--- src/rtl/uart_tx.sv ---
// uart_tx: buffered 8N1 UART transmitter. Bytes are queued in a small
// circular FIFO and sent LSB-first, framed by one start bit and one stop bit.
// Each bit is held for CLKS_PER_BIT clocks.
//
// Handshake: i_Tx_DV is a write strobe qualified by o_Tx_Ready. A byte is
// taken on any rising edge where i_Tx_DV && o_Tx_Ready. o_Tx_Ready is low only
// when the FIFO is full; a strobe that sees it low is dropped. No
// acknowledgement or back-pressure beyond o_Tx_Ready exists.
module uart_tx #(
  parameter int CLKS_PER_BIT = 10416,
  parameter int FIFO_AW      = 2
) (
  input  logic               i_Clock,
  input  logic               reset,
  input  logic               transmit,
  input  logic               i_Tx_DV,
  input  logic [7:0]         i_Tx_Byte,
  output logic               o_Tx_Ready,
  output logic               o_Tx_Serial,
  output logic               o_Tx_Active,
  output logic               o_Tx_Done,
  output logic [FIFO_AW:0]   o_Fifo_Count
);

  localparam int                FIFO_DEPTH = 1 << FIFO_AW;
  localparam logic [17:0]       BIT_LAST   = 18'(CLKS_PER_BIT - 1);
  localparam logic [FIFO_AW:0]  COUNT_FULL = (FIFO_AW + 1)'(FIFO_DEPTH);

  typedef enum logic [2:0] {
    s_IDLE         = 3'd0,
    s_TX_START_BIT = 3'd1,
    s_TX_DATA_BITS = 3'd2,
    s_TX_STOP_BIT  = 3'd3,
    s_CLEANUP      = 3'd4
  } state_t;

  // FIFO storage and bookkeeping
  logic [7:0]         fifo_mem [FIFO_DEPTH];
  logic [FIFO_AW-1:0] r_wr_ptr;
  logic [FIFO_AW-1:0] r_rd_ptr;
  logic [FIFO_AW:0]   r_count;
  logic               wr_en;
  logic               pop;

  // Transmit datapath and FSM state
  state_t      r_state, n_state;
  logic [17:0] r_clk_count, n_clk_count;
  logic [2:0]  r_bit_index, n_bit_index;
  logic [7:0]  r_hold, n_hold;
  logic        r_serial, n_serial;
  logic        r_active, n_active;
  logic        r_done, n_done;
  logic        start_ok;

  assign o_Tx_Ready   = (r_count < COUNT_FULL);
  assign o_Fifo_Count = r_count;
  assign o_Tx_Serial  = r_serial;
  assign o_Tx_Active  = r_active;
  assign o_Tx_Done    = r_done;

  assign wr_en    = i_Tx_DV && o_Tx_Ready;
  // A frame may start only from a registered non-zero count, so a pop can
  // never hit an empty FIFO even when a write lands on the same edge.
  assign start_ok = transmit && (r_count != '0);

  // FIFO storage: written on accepted strobes, contents need no reset
  always_ff @(posedge i_Clock) begin
    if (wr_en) fifo_mem[r_wr_ptr] <= i_Tx_Byte;
  end

  // FIFO pointers and occupancy count; write and pop may coincide
  always_ff @(posedge i_Clock or posedge reset) begin
    if (reset) begin
      r_wr_ptr <= '0;
      r_rd_ptr <= '0;
      r_count  <= '0;
    end else begin
      if (wr_en) r_wr_ptr <= r_wr_ptr + FIFO_AW'(1);
      if (pop)   r_rd_ptr <= r_rd_ptr + FIFO_AW'(1);
      r_count <= r_count + (FIFO_AW + 1)'(wr_en) - (FIFO_AW + 1)'(pop);
    end
  end

  // FSM state and registered line outputs
  always_ff @(posedge i_Clock or posedge reset) begin
    if (reset) begin
      r_state     <= s_IDLE;
      r_clk_count <= '0;
      r_bit_index <= '0;
      r_hold      <= '0;
      r_serial    <= 1'b1;
      r_active    <= 1'b0;
      r_done      <= 1'b0;
    end else begin
      r_state     <= n_state;
      r_clk_count <= n_clk_count;
      r_bit_index <= n_bit_index;
      r_hold      <= n_hold;
      r_serial    <= n_serial;
      r_active    <= n_active;
      r_done      <= n_done;
    end
  end

  // Next-state logic: bit timing, framing and FIFO pop decision
  always_comb begin
    n_state     = r_state;
    n_clk_count = r_clk_count;
    n_bit_index = r_bit_index;
    n_hold      = r_hold;
    n_serial    = r_serial;
    n_active    = r_active;
    n_done      = r_done;
    pop         = 1'b0;

    case (r_state)
      s_IDLE: begin
        n_serial = 1'b1;
        n_active = 1'b0;
        n_done   = 1'b0;
        if (start_ok) begin
          pop         = 1'b1;
          n_hold      = fifo_mem[r_rd_ptr];
          n_serial    = 1'b0;
          n_active    = 1'b1;
          n_clk_count = '0;
          n_state     = s_TX_START_BIT;
        end
      end

      s_TX_START_BIT: begin
        if (r_clk_count == BIT_LAST) begin
          n_clk_count = '0;
          n_bit_index = '0;
          n_serial    = r_hold[0];
          n_state     = s_TX_DATA_BITS;
        end else begin
          n_clk_count = r_clk_count + 18'd1;
        end
      end

      s_TX_DATA_BITS: begin
        if (r_clk_count == BIT_LAST) begin
          n_clk_count = '0;
          if (r_bit_index < 3'd7) begin
            n_bit_index = r_bit_index + 3'd1;
            n_serial    = r_hold[n_bit_index];
          end else begin
            n_serial = 1'b1;
            n_state  = s_TX_STOP_BIT;
          end
        end else begin
          n_clk_count = r_clk_count + 18'd1;
        end
      end

      s_TX_STOP_BIT: begin
        if (r_clk_count == BIT_LAST) begin
          n_clk_count = '0;
          n_active    = 1'b0;
          n_done      = 1'b1;
          n_state     = s_CLEANUP;
        end else begin
          n_clk_count = r_clk_count + 18'd1;
        end
      end

      s_CLEANUP: begin
        n_done = 1'b0;
        if (start_ok) begin
          pop         = 1'b1;
          n_hold      = fifo_mem[r_rd_ptr];
          n_serial    = 1'b0;
          n_active    = 1'b1;
          n_clk_count = '0;
          n_state     = s_TX_START_BIT;
        end else begin
          n_serial = 1'b1;
          n_state  = s_IDLE;
        end
      end

      default: begin
        n_serial = 1'b1;
        n_active = 1'b0;
        n_done   = 1'b0;
        n_state  = s_IDLE;
      end
    endcase
  end

endmodule
--- config.mk ---
export PLATFORM = sky130hd
export DESIGN_NAME = uart_tx
export DESIGN_NICKNAME = d
export VERILOG_FILES = /design/src/rtl/uart_tx.sv
export SDC_FILE = /design/constraint.sdc
export NUM_CORES = 1
export LEC_CHECK = 0
export BUFFER_PORTS_ARGS = -buffer_cell sky130_fd_sc_hd__buf_2
export CORE_MARGIN = 8
export CORE_UTILIZATION = 30
export DETAILED_ROUTE_END_ITERATION = 6
export HOLD_SLACK_MARGIN = 0.1
export PLACE_DENSITY = 0.53
export SLEW_MARGIN = 25
export SYNTH_ARGS = -nofsm -noshare
export SYNTH_HDL_FRONTEND = slang
export SYNTH_SLANG_ARGS = --single-unit
--- constraint.sdc ---
create_clock -name i_Clock -period 4.3 [get_ports i_Clock]
set_clock_uncertainty 0.15 [all_clocks]
set_input_delay 0.215 -clock i_Clock [delete_from_list [all_inputs] [get_ports i_Clock]]
set_output_delay 0.215 -clock i_Clock [all_outputs]
set_load 0.01 [all_outputs]
==> flow_summary.html, run 1 <==
<table>
<tr><th>Metric</th><th>Value</th></tr>
<tr><th colspan="2">Power and ir drop</th></tr>
<tr><td>Largest vdd supply drop</td><td>between 0.0002 and 0.0003 V</td></tr>
<tr><td>Static leakage</td><td>between 1.5 and 2 nW</td></tr>
<tr><td>Pwr Density</td><td>between 400 and 500 nW/um^2</td></tr>
<tr><th colspan="2">Synth</th></tr>
<tr><td>Part of the Yosys area used for sequential elements</td><td>between 50% and 60%</td></tr>
<tr><td>Count of flip-flops with a built-in enable after synthesis</td><td>32</td></tr>
<tr><td>Synthesized netlist net count</td><td>roughly 300</td></tr>
<tr><td>Post-synthesis cell count</td><td>between 200 and 300</td></tr>
<tr><td>Adder-cell share of the synthesized area</td><td>under 10%</td></tr>
<tr><td>Share of flip-flops with an asynchronous set or reset</td><td>56.76%</td></tr>
<tr><td>Dominant combinational cell family by area after synthesis</td><td>simple AND/OR/NAND/NOR gates</td></tr>
<tr><td>Register bit count reported by yosys</td><td>74</td></tr>
<tr><td>Multiplexer share of the synthesized area</td><td>6.974%</td></tr>
<tr><td>Post-synthesis cell area</td><td>3391 sq um</td></tr>
<tr><td>Fraction of the mapped netlist area in simple logic gates</td><td>16.49%</td></tr>
<tr><td>Xor-xnor portion of the synthesized cell area</td><td>approximately 5.7%</td></tr>
<tr><td>Post-synthesis compound-gate area fraction</td><td>under 10%</td></tr>
<tr><td>Top-area cell type share of the netlist area</td><td>between 30% and 40%</td></tr>
<tr><td>Top post-synthesis cells by area</td><td>dfrtp_1, edfxtp_1, mux4_2</td></tr>
<tr><td>Dominant synthesized flop cell</td><td>dfrtp_1</td></tr>
<tr><td>Library cell with the largest summed area after synthesis</td><td>dfrtp_1</td></tr>
<tr><td>Yosys cell types</td><td>44</td></tr>
<tr><td>Post-synthesis average cell area</td><td>around 12 sq um</td></tr>
<tr><td>YS warnings</td><td>0</td></tr>
<tr><th colspan="2">CTS</th></tr>
<tr><td>Insertion delay to the later sink of the worst-skew pair</td><td>between 0.3 and 0.4 ns</td></tr>
<tr><td>Clock root buffer</td><td>clkbuf_16</td></tr>
<tr><td>Clock Tree Buf Depth</td><td>2</td></tr>
<tr><td>Clock slew at reported path FFs</td><td>around 0.06 ns</td></tr>
<tr><td>TritonCTS clock tree</td><td>built</td></tr>
<tr><td>Clock H-tree levels</td><td>3</td></tr>
<tr><td>Number of setup buffers added after CTS</td><td>0</td></tr>
<tr><td>Count of clock tree sinks</td><td>between 70 and 80</td></tr>
<tr><td>Num CTS Buffers</td><td>9</td></tr>
<tr><th colspan="2">Setup path</th></tr>
<tr><td>Element type at the critical path end</td><td>flop</td></tr>
<tr><td>Reg-to-reg slack, setup</td><td>0.76 ns</td></tr>
<tr><td>Beginning of the worst register-to-register path</td><td>o_Fifo_Count[1]</td></tr>
<tr><td>CP Launch Type</td><td>flop</td></tr>
<tr><td>WP data arrival</td><td>3.64 ns</td></tr>
<tr><td>Largest stage delay on the critical path</td><td>between 0.7 and 0.8 ns</td></tr>
<tr><td>WP data required</td><td>about 4.4 ns</td></tr>
<tr><td>Worst path slowest cell</td><td>or2_0</td></tr>
<tr><td>Critical Path Fanout Max</td><td>14</td></tr>
<tr><td>CP dominant cell by count</td><td>inv_1</td></tr>
<tr><td>Ordered cell list for the critical path</td><td>nor3_1, or2_0, inv_1, ha_1, inv_1, ha_1, inv_1, fa_1, xnor2_1, xnor2_1</td></tr>
<tr><td>Endpoint of the most critical register-to-register path</td><td>o_Fifo_Count[2]</td></tr>
<tr><td>Number of cells on the worst reg-to-reg path</td><td>10</td></tr>
<tr><td>Startpoint-to-endpoint class of the critical path</td><td>flop to flop</td></tr>
<tr><th colspan="2">Timing</th></tr>
<tr><td>Worst slew margin relative to its limit</td><td>about 40%</td></tr>
<tr><td>Fin crit share</td><td>approximately 80%</td></tr>
<tr><td>Setup Total Neg Slack</td><td>0 ns</td></tr>
<tr><td>Worst-margin pin slew</td><td>approximately 0.90 ns</td></tr>
<tr><td>Unrepaired setup endpoints after global routing</td><td>no</td></tr>
<tr><td>Number of pins with negative max-slew slack in the final report</td><td>0</td></tr>
<tr><td>Minimum clock period</td><td>around 3.5 ns</td></tr>
<tr><td>Final number of setup-violating endpoints</td><td>0</td></tr>
<tr><td>Final hold viol count</td><td>0</td></tr>
<tr><td>Peak clock frequency supported by timing</td><td>around 0.28 GHz</td></tr>
<tr><th colspan="2">Final layout</th></tr>
<tr><td>Number of nets in the final layout</td><td>between 300 and 400</td></tr>
<tr><td>Relative area change from synthesis to final layout</td><td>18.63%</td></tr>
<tr><td>Proportion of layout cells with a drive suffix above 1</td><td>~16%</td></tr>
<tr><td>Number of diodes</td><td>0</td></tr>
<tr><td>Final Instance Area</td><td>4023 sq um</td></tr>
<tr><td>Fillers</td><td>about 1100</td></tr>
<tr><th colspan="2">Routing</th></tr>
<tr><td>Post-detailed-route via-to-cell ratio</td><td>4.642</td></tr>
<tr><td>Wirelength per Cell</td><td>14.51 um</td></tr>
<tr><td>Drt drc</td><td>0</td></tr>
<tr><td>Total length of routed wires</td><td>approximately 6.6 mm</td></tr>
<tr><td>Number of DRC markers in iteration 0</td><td>slightly above 100</td></tr>
<tr><td>Total number of vias</td><td>between 2000 and 2500</td></tr>
<tr><td>Antenna viol nets, final</td><td>0</td></tr>
<tr><td>Iteration count of the initial detailed-routing pass</td><td>4</td></tr>
<tr><th colspan="2">Placement</th></tr>
<tr><td>RD Place Congestion</td><td>approximately 0.77</td></tr>
<tr><td>Cell area reported after detailed placement</td><td>approximately 3600 sq um</td></tr>
<tr><td>Count of buffers from port buffering</td><td>18</td></tr>
<tr><td>Total half-perimeter wirelength after legalization and detailed placement</td><td>roughly 4.4 mm</td></tr>
<tr><th colspan="2">Global routing</th></tr>
<tr><td>Overflow left after global routing</td><td>0</td></tr>
<tr><td>Wire length of the first global-routing pass</td><td>~11 mm</td></tr>
<tr><td>Largest net degree at the start of global routing</td><td>43</td></tr>
<tr><td>Initial antenna violation count</td><td>0</td></tr>
<tr><td>Vias in the first global route</td><td>roughly 2300</td></tr>
<tr><td>Total global-route track usage</td><td>about a tenth</td></tr>
<tr><th colspan="2">Hold path</th></tr>
<tr><td>Startpoint of the tightest hold check path</td><td>i_Tx_DV</td></tr>
<tr><td>Hold Path Depth</td><td>3</td></tr>
<tr><td>Path type of the worst min-delay path</td><td>input pin to flop</td></tr>
<tr><td>Hold path endpoint</td><td>r_wr_ptr[0]</td></tr>
<tr><th colspan="2">Status</th></tr>
<tr><td>Run status</td><td>completed</td></tr>
<tr><th colspan="2">Floorplan</th></tr>
<tr><td>Floorplan die area</td><td>roughly 15000 sq um</td></tr>
<tr><td>Horizontal die dimension</td><td>~120 um</td></tr>
<tr><td>Height of the die</td><td>roughly 120 um</td></tr>
<tr><td>Initial cell density of the core</td><td>about 30%</td></tr>
<tr><td>Area of the core</td><td>~11000 sq um</td></tr>
<tr><td>Number of primary I/O pins</td><td>19</td></tr>
<tr><td>Std-Cell Rows</td><td>39</td></tr>
<tr><th colspan="2">Run</th></tr>
<tr><td># Max-Cap Violations</td><td>0</td></tr>
</table>
==> report_power, final <==
part           internal (W)  total (W)  switching (W)
Combinational     0.0000846   0.000198       0.000114
Sequential         0.000811   0.000849      0.0000380
Clock              0.000460   0.000774       0.000314
Total               0.00136    0.00182       0.000466
==> worst max-delay path, delay by kind of cell, from the launching register on <==
kind	cells	cell delay (ns)
fa+ha+maj	3	0.89
xor+xnor	2	0.33
simple gates	2	1.15
buf+inv	3	0.50
flops	1	0.44
==> cell type report <==
type                       instances  area, sq um  share of cell area [%]
sequential                        74         2013                   50.05
inverter                          12        45.04                   1.120
timing repair buffer              28        187.7                   4.666
clock buffer                       9        225.2                   5.599
clock inverter                     7        83.83                   2.084
multi-input combinational        180         1289                   32.04
tap                              143        178.9                   4.448
==> through the flow <==
| stage | hold slack (ns) | util (%) | total power [W] | instances | setup WS (ns) |
|---|---|---|---|---|---|
| final | 0.2118 | 35.84 | 0.001822 | 453 | 0.7604 |
| after global routing | 0.2471 | 35.84 | 0.001914 | 453 | 0.4014 |
| after CTS | 0.2171 | 35.84 | 0.001854 | 453 | 0.7354 |
| after detailed placement | 0.2376 | 32.29 | 0.001064 | 428 | 0.7522 |
| after global placement | 0.2249 | 32.21 | 0.001050 | 428 | 1.011 |
| after floorplan | 0.1639 | - | 0.0009816 | 277 | 1.386 |
==> placed cells by master (no fill, tap or decap), types with 2 or more instances in the layout <==
cell type / count
and2_1: 5
nand2b_1: 4
inv_6: 3
and3_1: 5
xor2_1: 8
buf_2: 18
edfxtp_1: 32
a21oi_1: 5
nor2_1: 22
mux4_2: 10
ha_1: 8
nor3_1: 7
nor4_1: 8
dfrtp_1: 41
o21ai_0: 4
o2bb2ai_1: 2
inv_1: 11
o21bai_1: 2
o22ai_1: 3
o21a_1: 2
nor2b_1: 3
nand2_1: 35
dlygate4sd3_1: 9
nand3_1: 7
nor3b_1: 2
xnor2_1: 14
nand4_1: 9
clkbuf_16: 9
==> routing by layer <==
| metal | wire length (um) | share of wire [%] | GRT usage, % |
|---|---|---|---|
| met5 | 0 | 0 | 0 |
| met4 | 70 | 1.1 | 3.503 |
| met1 | 3125 | 48 | 12.12 |
| met3 | 284 | 4.3 | 3.542 |
| met2 | 3094 | 47 | 15.58 |
==> synthesized netlist by cell type, types with 4 or more instances <==
| master | count |
|---|---|
| nand2_1 | 35 |
| xor2_1 | 8 |
| clkbuf_1 | 5 |
| nor2_1 | 22 |
| a21oi_1 | 5 |
| ha_1 | 8 |
| o21ai_0 | 4 |
| nand2b_1 | 4 |
| nand4_1 | 9 |
| dfrtp_1 | 41 |
| and3_1 | 5 |
| edfxtp_1 | 32 |
| inv_1 | 12 |
| and2_1 | 5 |
| nor3_1 | 7 |
| nor4_1 | 8 |
| mux4_2 | 10 |
| nand3_1 | 7 |
| xnor2_1 | 14 |
==> state kept, by name, summed over array words and instances, names as in the netlist, 2 cells and up <==
register,count
r_rd_ptr,2
fifo_mem,32
r_bit_index,3
r_hold,8
r_wr_ptr,2
o_Fifo_Count,3
r_clk_count,18
r_state,3
==> worst max-delay path by stage <==
stage,start,to,slack [ns],cells after the start
final,o_Fifo_Count[1],o_Fifo_Count[2],0.76,10
after global routing,o_Fifo_Count[1],o_Fifo_Count[2],0.40,10
after CTS,o_Fifo_Count[1],o_Fifo_Count[2],0.74,10
after detailed placement,o_Fifo_Count[1],o_Fifo_Count[2],0.75,10
after global placement,o_Fifo_Count[1],o_Fifo_Count[2],1.01,10
after floorplan,r_state[0],o_Fifo_Count[2],1.39,13
==> logic make-up after synthesis <==
family / count (synthesis)
buffers and inverters: 23
DFF: 74
and+or+nand+nor: 113
AOI/OAI and AO/OA: 25
adders and majority gates: 9
muxes: 11
xor gates and xnor gates: 22
==> timing repair <==
action,4_1_cts,5_1_grt
hold buffers,9,0
resized for setup,0,0
hold endpoints to repair,73,0
Note: power is estimated with default switching activity, not from simulation.
==> run 2: changes to the inputs <==
--- a/config.mk
+++ b/config.mk
@@ -10,7 +10,7 @@
 export CORE_UTILIZATION = 30
 export DETAILED_ROUTE_END_ITERATION = 6
 export HOLD_SLACK_MARGIN = 0.1
-export PLACE_DENSITY = 0.53
+export PLACE_DENSITY = 0.55
 export SLEW_MARGIN = 25
 export SYNTH_ARGS = -nofsm -noshare
 export SYNTH_HDL_FRONTEND = slang
==> constraint.sdc (replaced) <==
create_clock -name i_Clock -period 3.1 [get_ports i_Clock]
set_clock_uncertainty 0.15 [all_clocks]
set_input_delay 0.155 -clock i_Clock [delete_from_list [all_inputs] [get_ports i_Clock]]
set_output_delay 0.155 -clock i_Clock [all_outputs]
set_load 0.01 [all_outputs]
==> run 2 against run 1 <==
  * Power rose by 38%
  * Clock-buffer cell count is the same
  * Worst hold slack got worse by 0.064 ns
  * Global-route usage barely moved
  * Sequential share of layout area decreased by 0.42 points
  * Design area rose by 0.84%
  * Non-clock buffer count rose by 6
  * First-iteration DRC count up 5.9%
  * Critical path type unchanged
  * Critical endpoint unchanged
  * Largest cell class unchanged
  * Highest routed layer unchanged
==> flow_summary.html, run 2 (synthesized netlist as in run 1, its figures left out) <==
<table>
<tr><th>Metric</th><th>Value</th></tr>
<tr><th colspan="2">CTS</th></tr>
<tr><td>Clock H-tree levels</td><td>3</td></tr>
<tr><td>TritonCTS clock tree</td><td>built</td></tr>
<tr><td>Num CTS Buffers</td><td>9</td></tr>
<tr><td>Clock Tree Buf Depth</td><td>2</td></tr>
<tr><td>Clock slew at reported path FFs</td><td>around 0.060 ns</td></tr>
<tr><td>Clock root buffer</td><td>clkbuf_16</td></tr>
<tr><td>Insertion delay to the later sink of the worst-skew pair</td><td>~0.33 ns</td></tr>
<tr><td>Number of setup buffers added after CTS</td><td>0</td></tr>
<tr><td>Number of gates resized after CTS</td><td>0</td></tr>
<tr><td>Count of clock tree sinks</td><td>74</td></tr>
<tr><th colspan="2">Routing</th></tr>
<tr><td>Drt drc</td><td>0</td></tr>
<tr><td>Met1 Wirelength</td><td>3.021 mm</td></tr>
<tr><td>Sum of met2 wire segment lengths after detailed routing</td><td>about 3.3 mm</td></tr>
<tr><td>Detailed route wirelength on metal3</td><td>~200 um</td></tr>
<tr><td>Number of DRC markers in iteration 0</td><td>108</td></tr>
<tr><td>Post-detailed-route via-to-cell ratio</td><td>4.752</td></tr>
<tr><td>Antenna viol nets, final</td><td>0</td></tr>
<tr><td>Top layer in use</td><td>met4</td></tr>
<tr><td>Total length of routed wires</td><td>6.644 mm</td></tr>
<tr><td>Wirelength per Cell</td><td>14.47 um</td></tr>
<tr><td>Iteration count of the initial detailed-routing pass</td><td>4</td></tr>
<tr><td>Total number of vias</td><td>2181</td></tr>
<tr><th colspan="2">Hold path</th></tr>
<tr><td>Path type of the worst min-delay path</td><td>input pin to flop</td></tr>
<tr><th colspan="2">Final layout</th></tr>
<tr><td>Total area of multi-input combinational cells</td><td>roughly 1300 sq um</td></tr>
<tr><td>Flip-flop and latch area</td><td>2013 sq um</td></tr>
<tr><td>Max FFs per register</td><td>32</td></tr>
<tr><td>Relative area change from synthesis to final layout</td><td>19.63%</td></tr>
<tr><td>Fillers</td><td>1100</td></tr>
<tr><td>Proportion of layout cells with a drive suffix above 1</td><td>around 18%</td></tr>
<tr><td>Number of nets in the final layout</td><td>332</td></tr>
<tr><td>Largest regs</td><td>fifo_mem: 32 flops, r_clk_count: 18 flops, r_hold: 8 flops</td></tr>
<tr><td>Commonest non-fill, non-tap cell in the layout</td><td>dfrtp_1</td></tr>
<tr><td>Final Instance Area</td><td>between 4000 and 5000 sq um</td></tr>
<tr><td>Largest Register</td><td>fifo_mem</td></tr>
<tr><td>Number of diodes</td><td>0</td></tr>
<tr><td>Fin util</td><td>between 30% and 40%</td></tr>
<tr><td>Finished Layout Cells</td><td>roughly 460</td></tr>
<tr><td>Highest-count cells in the layout ignoring fill and taps</td><td>dfrtp_1, nand2_1, edfxtp_1</td></tr>
<tr><th colspan="2">Power and ir drop</th></tr>
<tr><td>Static leakage</td><td>between 1.5 and 2 nW</td></tr>
<tr><td>Pwr Density</td><td>619.5 nW/um^2</td></tr>
<tr><td>Total Power</td><td>0.002513 W</td></tr>
<tr><td>Largest vdd supply drop</td><td>approximately 0.00036 V</td></tr>
<tr><th colspan="2">Setup path</th></tr>
<tr><td>Worst path slowest cell</td><td>or3b_4</td></tr>
<tr><td>WP data required</td><td>about 3.2 ns</td></tr>
<tr><td>Family of cells with the greatest summed delay on the critical path</td><td>adder cells</td></tr>
<tr><td>Element type at the critical path end</td><td>flop</td></tr>
<tr><td>Startpoint-to-endpoint class of the critical path</td><td>flop to flop</td></tr>
<tr><td>Largest stage delay on the critical path</td><td>0.40 ns</td></tr>
<tr><td>Sum of buffers and inverters on the critical path</td><td>3</td></tr>
<tr><td>Critical Path Fanout Max</td><td>3</td></tr>
<tr><td>WP data arrival</td><td>approximately 2.5 ns</td></tr>
<tr><td>Ordered cell list for the critical path</td><td>or3b_4, or2_0, inv_1, ha_1, inv_1, ha_1, inv_1, fa_1, xnor2_1, xnor2_1</td></tr>
<tr><td>CP dominant cell by count</td><td>inv_1</td></tr>
<tr><td>CP Launch Type</td><td>flop</td></tr>
<tr><th colspan="2">Timing</th></tr>
<tr><td>Worst-margin pin slew</td><td>about 0.74 ns</td></tr>
<tr><td>Number of pins with negative max-slew slack in the final report</td><td>0</td></tr>
<tr><td>Unrepaired setup endpoints after global routing</td><td>no</td></tr>
<tr><td>Fin crit share</td><td>78.71%</td></tr>
<tr><td>Setup Total Neg Slack</td><td>0 ns</td></tr>
<tr><td>Worst slew margin relative to its limit</td><td>50.21%</td></tr>
<tr><td>Final number of setup-violating endpoints</td><td>0</td></tr>
<tr><td>Final hold viol count</td><td>0</td></tr>
<tr><td>Peak clock frequency supported by timing</td><td>0.4098 GHz</td></tr>
<tr><td>Minimum clock period</td><td>around 2.4 ns</td></tr>
<tr><th colspan="2">Floorplan</th></tr>
<tr><td>Initial cell density of the core</td><td>between 30% and 40%</td></tr>
<tr><td>Horizontal die dimension</td><td>roughly 120 um</td></tr>
<tr><td>Height of the die</td><td>between 100 and 150 um</td></tr>
<tr><td>Floorplan die area</td><td>about 15000 sq um</td></tr>
<tr><td>Number of primary I/O pins</td><td>19</td></tr>
<tr><td>Std-Cell Rows</td><td>39</td></tr>
<tr><td>Area of the core</td><td>approximately 11000 sq um</td></tr>
<tr><th colspan="2">Global routing</th></tr>
<tr><td>Overflow left after global routing</td><td>0</td></tr>
<tr><td>Vias in the first global route</td><td>around 2300</td></tr>
<tr><td>Wire length of the first global-routing pass</td><td>11.35 mm</td></tr>
<tr><td>Largest net degree at the start of global routing</td><td>23</td></tr>
<tr><td>Initial antenna violation count</td><td>0</td></tr>
<tr><td>Total global-route track usage</td><td>under 10%</td></tr>
<tr><th colspan="2">Placement</th></tr>
<tr><td>Count of buffers from port buffering</td><td>18</td></tr>
<tr><td>RD Place Congestion</td><td>around 0.77</td></tr>
<tr><td>Number of cells in the design after placement</td><td>434</td></tr>
<tr><td>Cell area reported after detailed placement</td><td>approximately 3700 sq um</td></tr>
<tr><td>Total half-perimeter wirelength after legalization and detailed placement</td><td>4.510 mm</td></tr>
<tr><th colspan="2">Run</th></tr>
<tr><td># Max-Cap Violations</td><td>0</td></tr>
<tr><th colspan="2">Status</th></tr>
<tr><td>Run status</td><td>completed</td></tr>
</table>
==> run 2: layout make-up <==
type                    count  share of cell area, %
clock buffers               9                  5.552
clock inverters             7                  2.005
inverters                  12                  1.110
multi-input cells         180                  31.55
flip-flops and latches     74                  49.63
well taps                 143                  4.411
repair buffers             34                  5.737
==> run 2: metal layers <==
| layer | track usage (%) | up-vias |
|---|---|---|
| li1 | - | 1055 |
| met1 | 11.23 | 1090 |
| met2 | 16.47 | 27 |
| met3 | 3.496 | 9 |
| met4 | 3.656 | 0 |
| met5 | 0 | - |
==> run 2: power breakdown <==
group | switching [W] | leakage (nW) | internal, W
sequential | 0.0000524 | 0.830 | 0.00112
combinational | 0.000147 | 0.652 | 0.000118
clock | 0.000435 | 0.147 | 0.000636
total | 0.000634 | 1.63 | 0.00188
==> run 2: through the flow <==
step	worst slack, ns	hold WS [ns]
3_5_place_dp	0.6476	0.08304
5_1_grt	0.4667	0.1741
6_report	0.6599	0.1479
2_1_floorplan	0.1859	0.1039
4_1_cts	0.6445	0.1511
3_3_place_gp	0.6979	0.07298
==> run 2: timing repair <==
| item | CTS | global route |
|---|---|---|
| endpoints found under the hold margin | 52 | 0 |
| setup endpoints to repair | 0 | 0 |
| hold buffers | 9 | 0 |
==> run 2: worst register-to-register path: cells and delay by family (launching register included) <==
kind	cells	cell delay, ns
buffers and inverters	3	0.18
xor gates and xnor gates	2	0.26
adders and majority gates	3	0.72
and+or+nand+nor	2	0.62
DFF	1	0.37
==> run 2: worst paths after layout <==
path | start | endpoint | slack [ns] | cells after the start
worst max-delay path | r_state[0] | o_Fifo_Count[2] | 0.66 | 10
worst min-delay path | i_Tx_DV | r_wr_ptr[0] | 0.15 | 3
worst max register to register | r_state[0] | o_Fifo_Count[2] | 0.66 | 10
worst min register to register | r_hold[5] | r_hold[5] | 0.32 | 2
max in group asynchronous | reset | o_Tx_Active | 1.86 | 4
min in group asynchronous | reset | r_wr_ptr[0] | 0.24 | 3
==> run 3: changes to the inputs <==
--- a/config.mk
+++ b/config.mk
@@ -5,12 +5,13 @@
 export SDC_FILE = /design/constraint.sdc
 export NUM_CORES = 1
 export LEC_CHECK = 0
+export ABC_AREA = 1
 export BUFFER_PORTS_ARGS = -buffer_cell sky130_fd_sc_hd__buf_2
 export CORE_MARGIN = 8
 export CORE_UTILIZATION = 30
 export DETAILED_ROUTE_END_ITERATION = 6
 export HOLD_SLACK_MARGIN = 0.1
-export PLACE_DENSITY = 0.55
+export PLACE_DENSITY = 0.53
 export SLEW_MARGIN = 25
 export SYNTH_ARGS = -nofsm -noshare
 export SYNTH_HDL_FRONTEND = slang
==> constraint.sdc (replaced) <==
create_clock -name i_Clock -period 2.4 [get_ports i_Clock]
set_clock_uncertainty 0.15 [all_clocks]
set_input_delay 0.12 -clock i_Clock [delete_from_list [all_inputs] [get_ports i_Clock]]
set_output_delay 0.12 -clock i_Clock [all_outputs]
set_load 0.01 [all_outputs]
==> run 3 against run 2 <==
  * Worst setup slack got worse by 0.42 ns
  * Utilization rose by 0.31 points
  * Critical endpoint unchanged
  * Via count rose by 29%
  * Sequential power rose by 55%
  * Critical path depth did not move
  * Clock-buffer cell count did not move
  * Final cell count rose by 32%
==> flow_summary.html, run 3 <==
<table>
<tr><th>Metric</th><th>Value</th></tr>
<tr><th colspan="2">Routing</th></tr>
<tr><td>Drt drc</td><td>0</td></tr>
<tr><td>Antenna viol nets, final</td><td>0</td></tr>
<tr><td>Detailed route wirelength on metal3</td><td>about 360 um</td></tr>
<tr><td>Iteration count of the initial detailed-routing pass</td><td>4</td></tr>
<tr><td>Top layer in use</td><td>met4</td></tr>
<tr><td>Total length of routed wires</td><td>7.836 mm</td></tr>
<tr><td>Met1 Wirelength</td><td>between 3 and 4 mm</td></tr>
<tr><td>Wirelength per Cell</td><td>between 10 and 15 um</td></tr>
<tr><td>Post-detailed-route via-to-cell ratio</td><td>about 4.7</td></tr>
<tr><td>Sum of met2 wire segment lengths after detailed routing</td><td>3.607 mm</td></tr>
<tr><td>Total number of vias</td><td>roughly 2800</td></tr>
<tr><td>Number of DRC markers in iteration 0</td><td>about 190</td></tr>
<tr><th colspan="2">Final layout</th></tr>
<tr><td>Fillers</td><td>around 1200</td></tr>
<tr><td>Commonest non-fill, non-tap cell in the layout</td><td>nand2_1</td></tr>
<tr><td>Relative area change from synthesis to final layout</td><td>19.19%</td></tr>
<tr><td>Largest Register</td><td>fifo_mem</td></tr>
<tr><td>Final Instance Area</td><td>roughly 4400 sq um</td></tr>
<tr><td>Max FFs per register</td><td>32</td></tr>
<tr><td>Highest-count cells in the layout ignoring fill and taps</td><td>nand2_1, nor2_1, inv_1</td></tr>
<tr><td>Number of nets in the final layout</td><td>476</td></tr>
<tr><td>Proportion of layout cells with a drive suffix above 1</td><td>13.04%</td></tr>
<tr><td>Number of diodes</td><td>0</td></tr>
<tr><td>Largest regs</td><td>fifo_mem: 32 flops, r_clk_count: 18 flops, r_hold: 8 flops</td></tr>
<tr><th colspan="2">Floorplan</th></tr>
<tr><td>Std-Cell Rows</td><td>40</td></tr>
<tr><td>Height of the die</td><td>126.4 um</td></tr>
<tr><td>Floorplan die area</td><td>approximately 16000 sq um</td></tr>
<tr><td>Initial cell density of the core</td><td>between 30% and 40%</td></tr>
<tr><td>Number of primary I/O pins</td><td>19</td></tr>
<tr><td>Horizontal die dimension</td><td>between 100 and 150 um</td></tr>
<tr><td>Area of the core</td><td>approximately 12000 sq um</td></tr>
<tr><th colspan="2">Synth</th></tr>
<tr><td>Share of flip-flops with an asynchronous set or reset</td><td>about 57%</td></tr>
<tr><td>Yosys cell types</td><td>30</td></tr>
<tr><td>Part of the Yosys area used for sequential elements</td><td>between 50 and 60%</td></tr>
<tr><td>Post-synthesis cell area</td><td>3659 sq um</td></tr>
<tr><td>Most used standard cell by instance count after synthesis</td><td>nand2_1</td></tr>
<tr><td>Library cell with the largest summed area after synthesis</td><td>dfrtp_1</td></tr>
<tr><td>Synthesized netlist net count</td><td>between 400 and 500</td></tr>
<tr><td>YS warnings</td><td>0</td></tr>
<tr><td>Synth cell count leaders</td><td>nand2_1, nor2_1, inv_1</td></tr>
<tr><td>Dominant synthesized flop cell</td><td>dfrtp_1</td></tr>
<tr><td>Top post-synthesis cells by area</td><td>dfrtp_1, edfxtp_1, nand2_1</td></tr>
<tr><td>Post-synthesis average cell area</td><td>roughly 8.8 sq um</td></tr>
<tr><td>Top-area cell type share of the netlist area</td><td>~28%</td></tr>
<tr><td>Count of flip-flops with a built-in enable after synthesis</td><td>32</td></tr>
<tr><td>Post-synthesis cell count</td><td>roughly 420</td></tr>
<tr><td>Register bit count reported by yosys</td><td>74</td></tr>
<tr><th colspan="2">Timing</th></tr>
<tr><td>Peak clock frequency supported by timing</td><td>0.4619 GHz</td></tr>
<tr><td>Setup Total Neg Slack</td><td>0 ns</td></tr>
<tr><td>Fin crit share</td><td>roughly 90%</td></tr>
<tr><td>Minimum clock period</td><td>2.165 ns</td></tr>
<tr><td>Number of pins with negative max-slew slack in the final report</td><td>0</td></tr>
<tr><td>Final hold viol count</td><td>0</td></tr>
<tr><td>Final number of setup-violating endpoints</td><td>0</td></tr>
<tr><td>Unrepaired setup endpoints after global routing</td><td>no</td></tr>
<tr><td>Worst slew margin relative to its limit</td><td>around 61%</td></tr>
<tr><td>Worst-margin pin slew</td><td>between 0.5 and 0.6 ns</td></tr>
<tr><th colspan="2">Setup path</th></tr>
<tr><td>Ordered cell list for the critical path</td><td>nor2_1, nand2_2, nand3_4, clkinv_1, ha_1, inv_1, ha_1, inv_1, fa_1, xnor2_1</td></tr>
<tr><td>Startpoint-to-endpoint class of the critical path</td><td>flop to flop</td></tr>
<tr><td>WP data required</td><td>between 2 and 2.5 ns</td></tr>
<tr><td>Largest stage delay on the critical path</td><td>~0.43 ns</td></tr>
<tr><td>Critical Path Fanout Max</td><td>7</td></tr>
<tr><td>Number of cells on the worst reg-to-reg path</td><td>10</td></tr>
<tr><td>Worst path slowest cell</td><td>dfrtp_1</td></tr>
<tr><td>Element type at the critical path end</td><td>flop</td></tr>
<tr><td>Worst setup startpoint</td><td>o_Fifo_Count[1]</td></tr>
<tr><td>CP Launch Type</td><td>flop</td></tr>
<tr><td>Beginning of the worst register-to-register path</td><td>o_Fifo_Count[1]</td></tr>
<tr><td>WP data arrival</td><td>approximately 2.2 ns</td></tr>
<tr><th colspan="2">Power and ir drop</th></tr>
<tr><td>Largest vdd supply drop</td><td>about 0.00060 V</td></tr>
<tr><td>Relative contribution of the clock network to total power</td><td>28.5%</td></tr>
<tr><td>Internal Dissipation</td><td>~0.003 W</td></tr>
<tr><td>Pwr Density</td><td>~1100 nW/um^2</td></tr>
<tr><td>Switching Fraction</td><td>37.41%</td></tr>
<tr><td>Sw power</td><td>between 0.0015 and 0.002 W</td></tr>
<tr><td>Part of the power in combinational logic</td><td>33.3%</td></tr>
<tr><td>Fraction of power consumed by sequential logic</td><td>between 30% and 40%</td></tr>
<tr><td>Static leakage</td><td>1.900 nW</td></tr>
<tr><th colspan="2">Status</th></tr>
<tr><td>Run status</td><td>completed</td></tr>
<tr><th colspan="2">Run</th></tr>
<tr><td># Max-Cap Violations</td><td>0</td></tr>
<tr><th colspan="2">Global routing</th></tr>
<tr><td>Vias in the first global route</td><td>~2800</td></tr>
<tr><td>Wire length of the first global-routing pass</td><td>13.52 mm</td></tr>
<tr><td>Initial antenna violation count</td><td>0</td></tr>
<tr><td>Largest net degree at the start of global routing</td><td>27</td></tr>
<tr><td>Total global-route track usage</td><td>a little over a tenth</td></tr>
<tr><td>Overflow left after global routing</td><td>0</td></tr>
<tr><th colspan="2">Placement</th></tr>
<tr><td>RD Place Congestion</td><td>around 0.8</td></tr>
<tr><td>Total half-perimeter wirelength after legalization and detailed placement</td><td>roughly 5.6 mm</td></tr>
<tr><td>Cell area reported after detailed placement</td><td>approximately 4000 sq um</td></tr>
<tr><td>Count of buffers from port buffering</td><td>18</td></tr>
<tr><th colspan="2">CTS</th></tr>
<tr><td>Clock Tree Buf Depth</td><td>2</td></tr>
<tr><td>Clock root buffer</td><td>clkbuf_16</td></tr>
<tr><td>Insertion delay to the later sink of the worst-skew pair</td><td>around 0.34 ns</td></tr>
<tr><td>Clock slew at reported path FFs</td><td>approximately 0.06 ns</td></tr>
<tr><td>Count of clock tree sinks</td><td>between 70 and 80</td></tr>
<tr><td>TritonCTS clock tree</td><td>built</td></tr>
<tr><td>Clock H-tree levels</td><td>3</td></tr>
<tr><td>Num CTS Buffers</td><td>9</td></tr>
<tr><th colspan="2">Hold path</th></tr>
<tr><td>Startpoint of the tightest hold check path</td><td>i_Tx_DV</td></tr>
<tr><td>Path type of the worst min-delay path</td><td>input pin to flop</td></tr>
<tr><td>Hold Path Depth</td><td>3</td></tr>
</table>
## run 3: changes by cell type in the layout (fill, tap and decap cells not counted), sizes merged, moves of 10 or more
cell   delta
xnor2    -12
mux4     -10
nand3    +20
nor2     +51
o21ai    +27
inv      +43
nand2    +58
## run 3: power by group through the flow
stage          Combinational [W]  Sequential (W)  Clock, W
2_1_floorplan            0.00118         0.00180         0
3_3_place_gp             0.00157         0.00185         0
3_5_place_dp             0.00160         0.00186         0
4_1_cts                  0.00162         0.00183   0.00140
5_1_grt                  0.00186         0.00187   0.00144
6_report                 0.00159         0.00183   0.00136
## run 3: final timing paths
| path | to | slack (ns) |
|---|---|---|
| worst min-delay path | r_wr_ptr[1] | 0.09 |
| min in group asynchronous | r_clk_count[1] | 0.23 |
| max in group asynchronous | o_Tx_Serial | 1.23 |
| worst min register to register | o_Tx_Serial | 0.32 |
| worst max register to register | o_Fifo_Count[2] | 0.24 |
| worst max-delay path | o_Fifo_Count[2] | 0.24 |
## run 3: area by class of cell
class	count	area (sq um)	share of cell area, %
clock buffers	9	225.2	5.165
well taps	147	183.9	4.218
multi-input cells	274	1380	31.65
flip-flops and latches	74	2013	46.17
inverters	58	217.7	4.993
repair buffers	38	265.3	6.083
clock inverters	7	75.07	1.722
## run 3: metal layers
layer / vias to the layer above / global-route usage (%)
met1: 1335 / 12.97
met2: 51 / 17.14
met4: 0 / 4.671
li1: 1428 / -
met3: 10 / 3.729
met5: - / 0
## run 3: critical path, delay by kind of cell, from the launching register on
kind | cells | cell delay [ns]
XOR/XNOR | 1 | 0.14
adder cells (fa/ha/maj) | 3 | 0.78
buffers and inverters | 3 | 0.21
flip-flops | 1 | 0.43
AND/OR/NAND/NOR | 3 | 0.34
## run 3: logic make-up after synthesis
kind of cell             synth area share, %
XOR/XNOR                               2.634
flip-flops                             55.03
adder cells (fa/ha/maj)                3.283
AND/OR/NAND/NOR                        24.62
AO/OA/AOI/OAI                          7.114
buffers and inverters                  7.319
## run 3: timing repair
action	CTS	global route
endpoints found under the hold margin	58	0
endpoints found under the setup margin	0	1
gates resized for setup	0	1
buffers inserted	0	0
hold buffers	10	0
## run 3: through the flow
stage / setup WS, ns / util [%] / hold WS, ns / cells / total power [W]
3_3_place_gp: 0.2946 / 33.09 / 0.1094 / 581 / 0.003418
4_1_cts: 0.2025 / 36.43 / 0.1043 / 607 / 0.004853
6_report: 0.2351 / 36.45 / 0.09398 / 607 / 0.004788
5_1_grt: 0.03110 / 36.45 / 0.1345 / 607 / 0.005173
3_5_place_dp: 0.2174 / 33.09 / 0.1236 / 581 / 0.003455
2_1_floorplan: 0.04667 / - / 0.06887 / 415 / 0.002985
